**src/rtl/mat_xfer_pkg.sv**
```systemverilog
// Shared types and constants for the matrix-transfer host master.
package mat_xfer_pkg;

    localparam int unsigned MAT_N    = 5;
    localparam int unsigned ELEMS    = MAT_N * MAT_N;
    localparam int unsigned IDX_IDLE = 0;
    localparam logic [15:0] CYC_MAX  = 16'hFFFF;

    typedef enum logic [2:0] {
        S_IDLE,
        S_LOAD,
        S_SETTLE,
        S_RD_WAIT,
        S_OUT,
        S_DONE
    } state_t;

endpackage

```
**src/rtl/mat_xfer_cyc_cnt.sv**
```systemverilog
// Saturating 16-bit job cycle counter: start loads 1, enable steps, otherwise frozen.
module mat_xfer_cyc_cnt
    import mat_xfer_pkg::*;
(
    input  logic        clk,
    input  logic        reset,
    input  logic        start,
    input  logic        enable,
    output logic [15:0] count
);

    function automatic logic [15:0] sat_inc(input logic [15:0] v);
        return (v == CYC_MAX) ? v : v + 16'd1;
    endfunction

    always_ff @(posedge clk or posedge reset) begin
        if (reset) begin
            count <= '0;
        end else if (start) begin
            count <= 16'd1;
        end else if (enable) begin
            count <= sat_inc(count);
        end
    end

endmodule

```
**src/rtl/mat_xfer_master.sv**
```systemverilog
// Host-side master: streams an N x N matrix into the indexed accelerator port,
// reads every result back by index and forwards it on a valid/ready stream.
module mat_xfer_master
    import mat_xfer_pkg::*;
#(
    parameter int DATA_W = 32,
    parameter int N      = MAT_N,
    parameter int IDX_W  = 5,
    parameter int RD_LAT = 1
) (
    input  logic              clk,
    input  logic              reset,
    input  logic              s_valid,
    output logic              s_ready,
    input  logic [DATA_W-1:0] s_data,
    output logic              m_valid,
    input  logic              m_ready,
    output logic [DATA_W-1:0] m_data,
    output logic              m_last,
    output logic [IDX_W-1:0]  acc_rcv_idx,
    output logic [DATA_W-1:0] acc_rcv_data,
    output logic [IDX_W-1:0]  acc_snd_idx,
    input  logic [DATA_W-1:0] acc_snd_data,
    output logic              busy,
    output logic              done,
    output logic [15:0]       cycles
);

    localparam int NN     = N * N;
    localparam int WCNT_W = (RD_LAT < 2) ? 1 : $clog2(RD_LAT + 1);

    localparam logic [IDX_W-1:0]  IDX_NONE = IDX_W'(IDX_IDLE);
    localparam logic [IDX_W-1:0]  LAST_POS = IDX_W'(NN - 1);
    localparam logic [WCNT_W-1:0] WCNT_RLD = WCNT_W'(RD_LAT);

    state_t              state;
    state_t              state_nxt;
    logic [IDX_W-1:0]    k;
    logic [IDX_W-1:0]    j;
    logic [WCNT_W-1:0]   wcnt;
    logic                s_accept;
    logic                m_hs;
    logic                rd_fire;
    logic                cnt_start;
    logic                cnt_en;

    assign s_accept  = s_valid && s_ready;
    assign m_hs      = m_valid && m_ready;
    assign rd_fire   = (state == S_RD_WAIT) && (wcnt == WCNT_W'(1));
    assign cnt_start = (state == S_IDLE) && s_accept;
    assign cnt_en    = (state == S_LOAD) || (state == S_SETTLE) ||
                       (state == S_RD_WAIT) || (state == S_OUT);

    always_ff @(posedge clk or posedge reset) begin
        if (reset) begin
            state <= S_IDLE;
        end else begin
            state <= state_nxt;
        end
    end

    always_comb begin
        state_nxt = state;
        busy      = (state != S_IDLE);
        done      = (state == S_DONE);
        case (state)
            S_IDLE: begin
                if (s_accept) begin
                    state_nxt = (NN == 1) ? S_SETTLE : S_LOAD;
                end
            end
            S_LOAD: begin
                if (s_accept && (k == LAST_POS)) begin
                    state_nxt = S_SETTLE;
                end
            end
            S_SETTLE: begin
                state_nxt = S_RD_WAIT;
            end
            S_RD_WAIT: begin
                if (wcnt == WCNT_W'(1)) begin
                    state_nxt = S_OUT;
                end
            end
            S_OUT: begin
                if (m_hs) begin
                    state_nxt = (j == LAST_POS) ? S_DONE : S_RD_WAIT;
                end
            end
            S_DONE: begin
                state_nxt = S_IDLE;
            end
            default: begin
                state_nxt = S_IDLE;
            end
        endcase
    end

    // Write-side and read-side index registers; each is held until its own handshake,
    // and the write index is parked at idle before the read index leaves idle.
    always_ff @(posedge clk or posedge reset) begin
        if (reset) begin
            s_ready      <= 1'b0;
            m_valid      <= 1'b0;
            m_last       <= 1'b0;
            acc_rcv_idx  <= IDX_NONE;
            acc_rcv_data <= '0;
            acc_snd_idx  <= IDX_NONE;
            k            <= '0;
            j            <= '0;
            wcnt         <= '0;
        end else begin
            s_ready <= (state_nxt == S_IDLE) || (state_nxt == S_LOAD);
            case (state)
                S_IDLE: begin
                    if (s_accept) begin
                        acc_rcv_idx  <= IDX_W'(1);
                        acc_rcv_data <= s_data;
                        k            <= IDX_W'(1);
                    end
                end
                S_LOAD: begin
                    if (s_accept) begin
                        acc_rcv_idx  <= k + IDX_W'(1);
                        acc_rcv_data <= s_data;
                        k            <= k + IDX_W'(1);
                    end
                end
                S_SETTLE: begin
                    acc_rcv_idx <= IDX_NONE;
                    acc_snd_idx <= IDX_W'(1);
                    j           <= '0;
                    wcnt        <= WCNT_RLD;
                end
                S_RD_WAIT: begin
                    wcnt <= wcnt - WCNT_W'(1);
                    if (wcnt == WCNT_W'(1)) begin
                        m_valid <= 1'b1;
                        m_last  <= (j == LAST_POS);
                    end
                end
                S_OUT: begin
                    if (m_hs) begin
                        m_valid <= 1'b0;
                        if (j == LAST_POS) begin
                            m_last      <= 1'b0;
                            acc_snd_idx <= IDX_NONE;
                        end else begin
                            acc_snd_idx <= j + IDX_W'(2);
                            j           <= j + IDX_W'(1);
                            wcnt        <= WCNT_RLD;
                        end
                    end
                end
                default: begin
                end
            endcase
        end
    end

    // Result capture: read data is taken RD_LAT cycles after the read index moved.
    always_ff @(posedge clk) begin
        if (rd_fire) begin
            m_data <= acc_snd_data;
        end
    end

    mat_xfer_cyc_cnt u_cyc_cnt (
        .clk    (clk),
        .reset  (reset),
        .start  (cnt_start),
        .enable (cnt_en),
        .count  (cycles)
    );

endmodule

```
**config.mk**
```make
export PLATFORM = sky130hd
export DESIGN_NAME = mat_xfer_master
export DESIGN_NICKNAME = d
export VERILOG_FILES = /design/src/rtl/mat_xfer_pkg.sv /design/src/rtl/mat_xfer_cyc_cnt.sv /design/src/rtl/mat_xfer_master.sv
export SDC_FILE = /design/constraint.sdc
export NUM_CORES = 1
export LEC_CHECK = 0
export CAP_MARGIN = 40
export CORE_UTILIZATION = 43
export DETAILED_ROUTE_END_ITERATION = 6
export GPL_TIMING_DRIVEN = 0
export PLACE_DENSITY = 0.78
export SLEW_MARGIN = 20
export SYNTH_ARGS = -nofsm -noshare
export SYNTH_HDL_FRONTEND = slang
export SYNTH_SLANG_ARGS = --single-unit
```
**constraint.sdc**
```tcl
create_clock -name clk -period 2.8 [get_ports clk]
set_input_delay 0.56 -clock clk [delete_from_list [all_inputs] [get_ports clk]]
set_output_delay 0.56 -clock clk [all_outputs]
set_load 0.1 [all_outputs]
```
==> summary.md <==
| Metric | Value |
|---|---|
| Run status | complete, no violations |
| Worst supply voltage drop on vdd | between 1 and 1.5 mV |
| Quantity of hold-fixing buffers added after cts | 0 |
| Height of the die | ~100 µm |
| Post-synthesis average cell area | 10.7 µm² |
| Starting Density | 0.450 |
| Static leakage power | 0.00347 µW |
| Number of enable-type register cells in the synthesized netlist | 32 |
| Max Root-Sink Buffers | 2 |
| Internal Pwr Total | around 4700 µW |
| Startpoint types | register |
| Final Slew Violations | 0 |
| Max-capacitance violation count | 0 |
| CTS Buf Count | 9 |
| HP Class | in -> async |
| Final Util | 0.817 |
| Classification of the worst setup path | reg -> out |
| Arrival time worst endpoint | 2150 ps |
| Initial DRT Pass Iterations | 4 |
| Wire length of the first global-routing pass | between 20 and 25 mm |
| CP max FO | 10 |
| Maximum number of pins on one net before global-route repair | a little under 60 |
| FF+latch count, synth | 107 |
| Global-route congestion overflow total | 0 |
| Seq pwr share | 0.248 |
| Total clock sinks | about 110 |
| All-layer global routing usage | 0.280 |
| Remaining routing DRC violations | 0 |
| F_max | about 0.37 GHz |
| Number of antenna violations at the first check in global routing | 0 |
| # H-tree levels | 3 |
| Register area share after synthesis | 0.633 |
| Period utilisation layout | 0.966 |
| Post-route insts no fill | roughly 830 |
| Remaining number of nets flagged by the antenna check after routing | 0 |
| Placement row count | 36 |
| Core region area | roughly 10000 µm² |
| Root buf cell | clkbuf_8 |
| Distinct cell type count of the synthesized netlist | 50 |
| Die boundary width | between 100 and 150 µm |
| Max_slew headroom | 0.528 |
| Overall die area | about 11000 µm² |
| Total number of nets in the final design | 763 |
| Placed Cells incl. Taps | 811 |
| DR vias | approximately 4.3k |
| Final GP Congestion | about 0.9 |
| Starting DRT DRC Count | 208 |
| CTS tree | done |
| Most frequent standard cell in the layout excluding fill and tap cells | clkdlybuf4s50_1 |
| Share of async-settable or async-resettable flops after synthesis | 0.701 |
| Setup Fix Bufs, Post-CTS | 0 |
| Cells after synthesis | around 420 |
| Worst setup EP type | primary output |
| Synth Flop Type | dfrtp_1 |
| Final critical path time including I/O delays and setup | about 2700 ps |
| Final hold violation count | 0 |
| Most frequent cells in the layout | clkdlybuf4s50_1, nand2_1, buf_8 |
| Critical path required time | between 2000 and 2500 ps |
| Area growth from synthesis to layout | 81.4% |
| Tightest hold margin | roughly 470 ps |
| Mapped cell area | between 4000 and 5000 µm² |
| Synth warn | 0 |
| Switching power as a share of total power | 0.508 |
| Total power divided by cell area | about 1200 nW/µm² |
| Number of top-level design ports | between 150 and 200 |
| Switching pwr | between 4000 and 5000 µW |
| Final setup violation count | 0 |
| Clock network power share | 0.104 |
| Total power draw | 9560 µW |
| Gates resized, CTS repair | 1 |
| Slew at the pin closest to its max-slew limit | 706 ps |
| Final WS setup | 94.9 ps |
| Vias per Instance | roughly 5.2 |
| Clk_skew | ~10 ps |
| Port Buffer Count | roughly 160 |
| Pre-CTS WS | 246 ps |
| Clock insertion delay at the later pin of the skew report | 370 ps |
| HPWL after detailed placement | roughly 11 mm |
| Worst-path clk slew | roughly 110 ps |
| Share of layout cells above drive strength 1 | 0.189 |
| Routed len/inst | ~18 µm |
| Number of global-route vias before repair | about 4.5k |
| Syn nets | slightly below 500 |
| Final Routed Wirelength | about 15 mm |
| # diodes | 0 |
| Combinational cell fraction of total power | 0.648 |
| RSZ-0062 raised after global routing | no |
==> cells by family after synthesis <==
logic type | count (synthesis) | share of synthesized area
compound gates | 59 | 0.0845
xor+xnor | 7 | 0.0137
fa+ha+maj | 6 | 0.0167
buf+inv | 30 | 0.0268
flops | 107 | 0.633
mux | 7 | 0.0159
simple gates | 203 | 0.210
==> power groups by stage <==
stage / Combinational (µW) / Sequential, µW / Clock, µW
4_1_cts: 6210 / 2370 / 1010
2_1_floorplan: 958 / 4950 / 0
5_1_grt: 6440 / 2430 / 1070
6_report: 6190 / 2370 / 996
3_5_place_dp: 6190 / 2400 / 0
3_3_place_gp: 4650 / 2360 / 0
==> worst paths after layout <==
kind                                        from               end  slack, ps  cells after the start
worst min-delay path                       reset  acc_rcv_data[31]        470                      2
min in group clk                acc_rcv_data[29]  acc_rcv_data[29]        480                      2
worst max-delay path                    state[2]              done         90                      5
worst max register to register          state[1]            m_last        310                      7
worst min register to register  acc_rcv_data[29]  acc_rcv_data[29]        480                      2
max in group asynchronous                  reset           m_valid       1780                      3
==> area by class of cell <==
type | instances | area, µm²
timing repair buffer | 259 | 3260
clock inverter | 6 | 70.1
fill | 527 | 1820
inverter | 14 | 55.1
sequential | 107 | 2840
tap | 133 | 166
buffer | 16 | 70.1
multi-input combinational | 282 | 1540
clock buffer | 10 | 138
==> critical path: stages, from the launching register on <==
cell and delay [ps]:
dfrtp_1 460, clkbuf_4 240, inv_1 100, nor3_2 190, clkdlybuf4s50_1 580, buf_16 190
==> registers in the layout (all words and copies together), names as in the netlist <==
name             cells
acc_rcv_data        32
m_data              32
u_cyc_cnt.count     16
acc_rcv_idx          5
acc_snd_idx          5
j                    5
k                    5
state                3
m_last               1
m_valid              1
s_ready              1
wcnt                 1
==> per-stage QoR <==
step | area [µm²] | setup TNS, ps
6_report | 8140 | 0
5_1_grt | 8140 | 0
4_1_cts | 8130 | 0
3_5_place_dp | 7910 | 0
3_3_place_gp | 6280 | -65700
2_1_floorplan | 4490 | 0
==> per-layer routing <==
layer,global-route usage,wire (µm),vias to the layer above
met2,0.528,8120,177
li1,-,-,2004
met3,0.0602,715,39
met5,0,0,-
met1,0.310,5340,2059
met4,0.0929,400,0
==> Yosys cell counts (all sizes together), types with 7 or more instances <==
master	count	area share
nor3	10	0.011
inv	14	0.012
nor2	11	0.0092
nand3	9	0.010
nand4	11	0.017
o21ai	16	0.018
edfxtp	32	0.21
o31ai	7	0.012
nand2	133	0.11
dfrtp	75	0.42
a21oi	13	0.015
clkbuf	10	0.0084
Power figures use the tool's default switching activity.
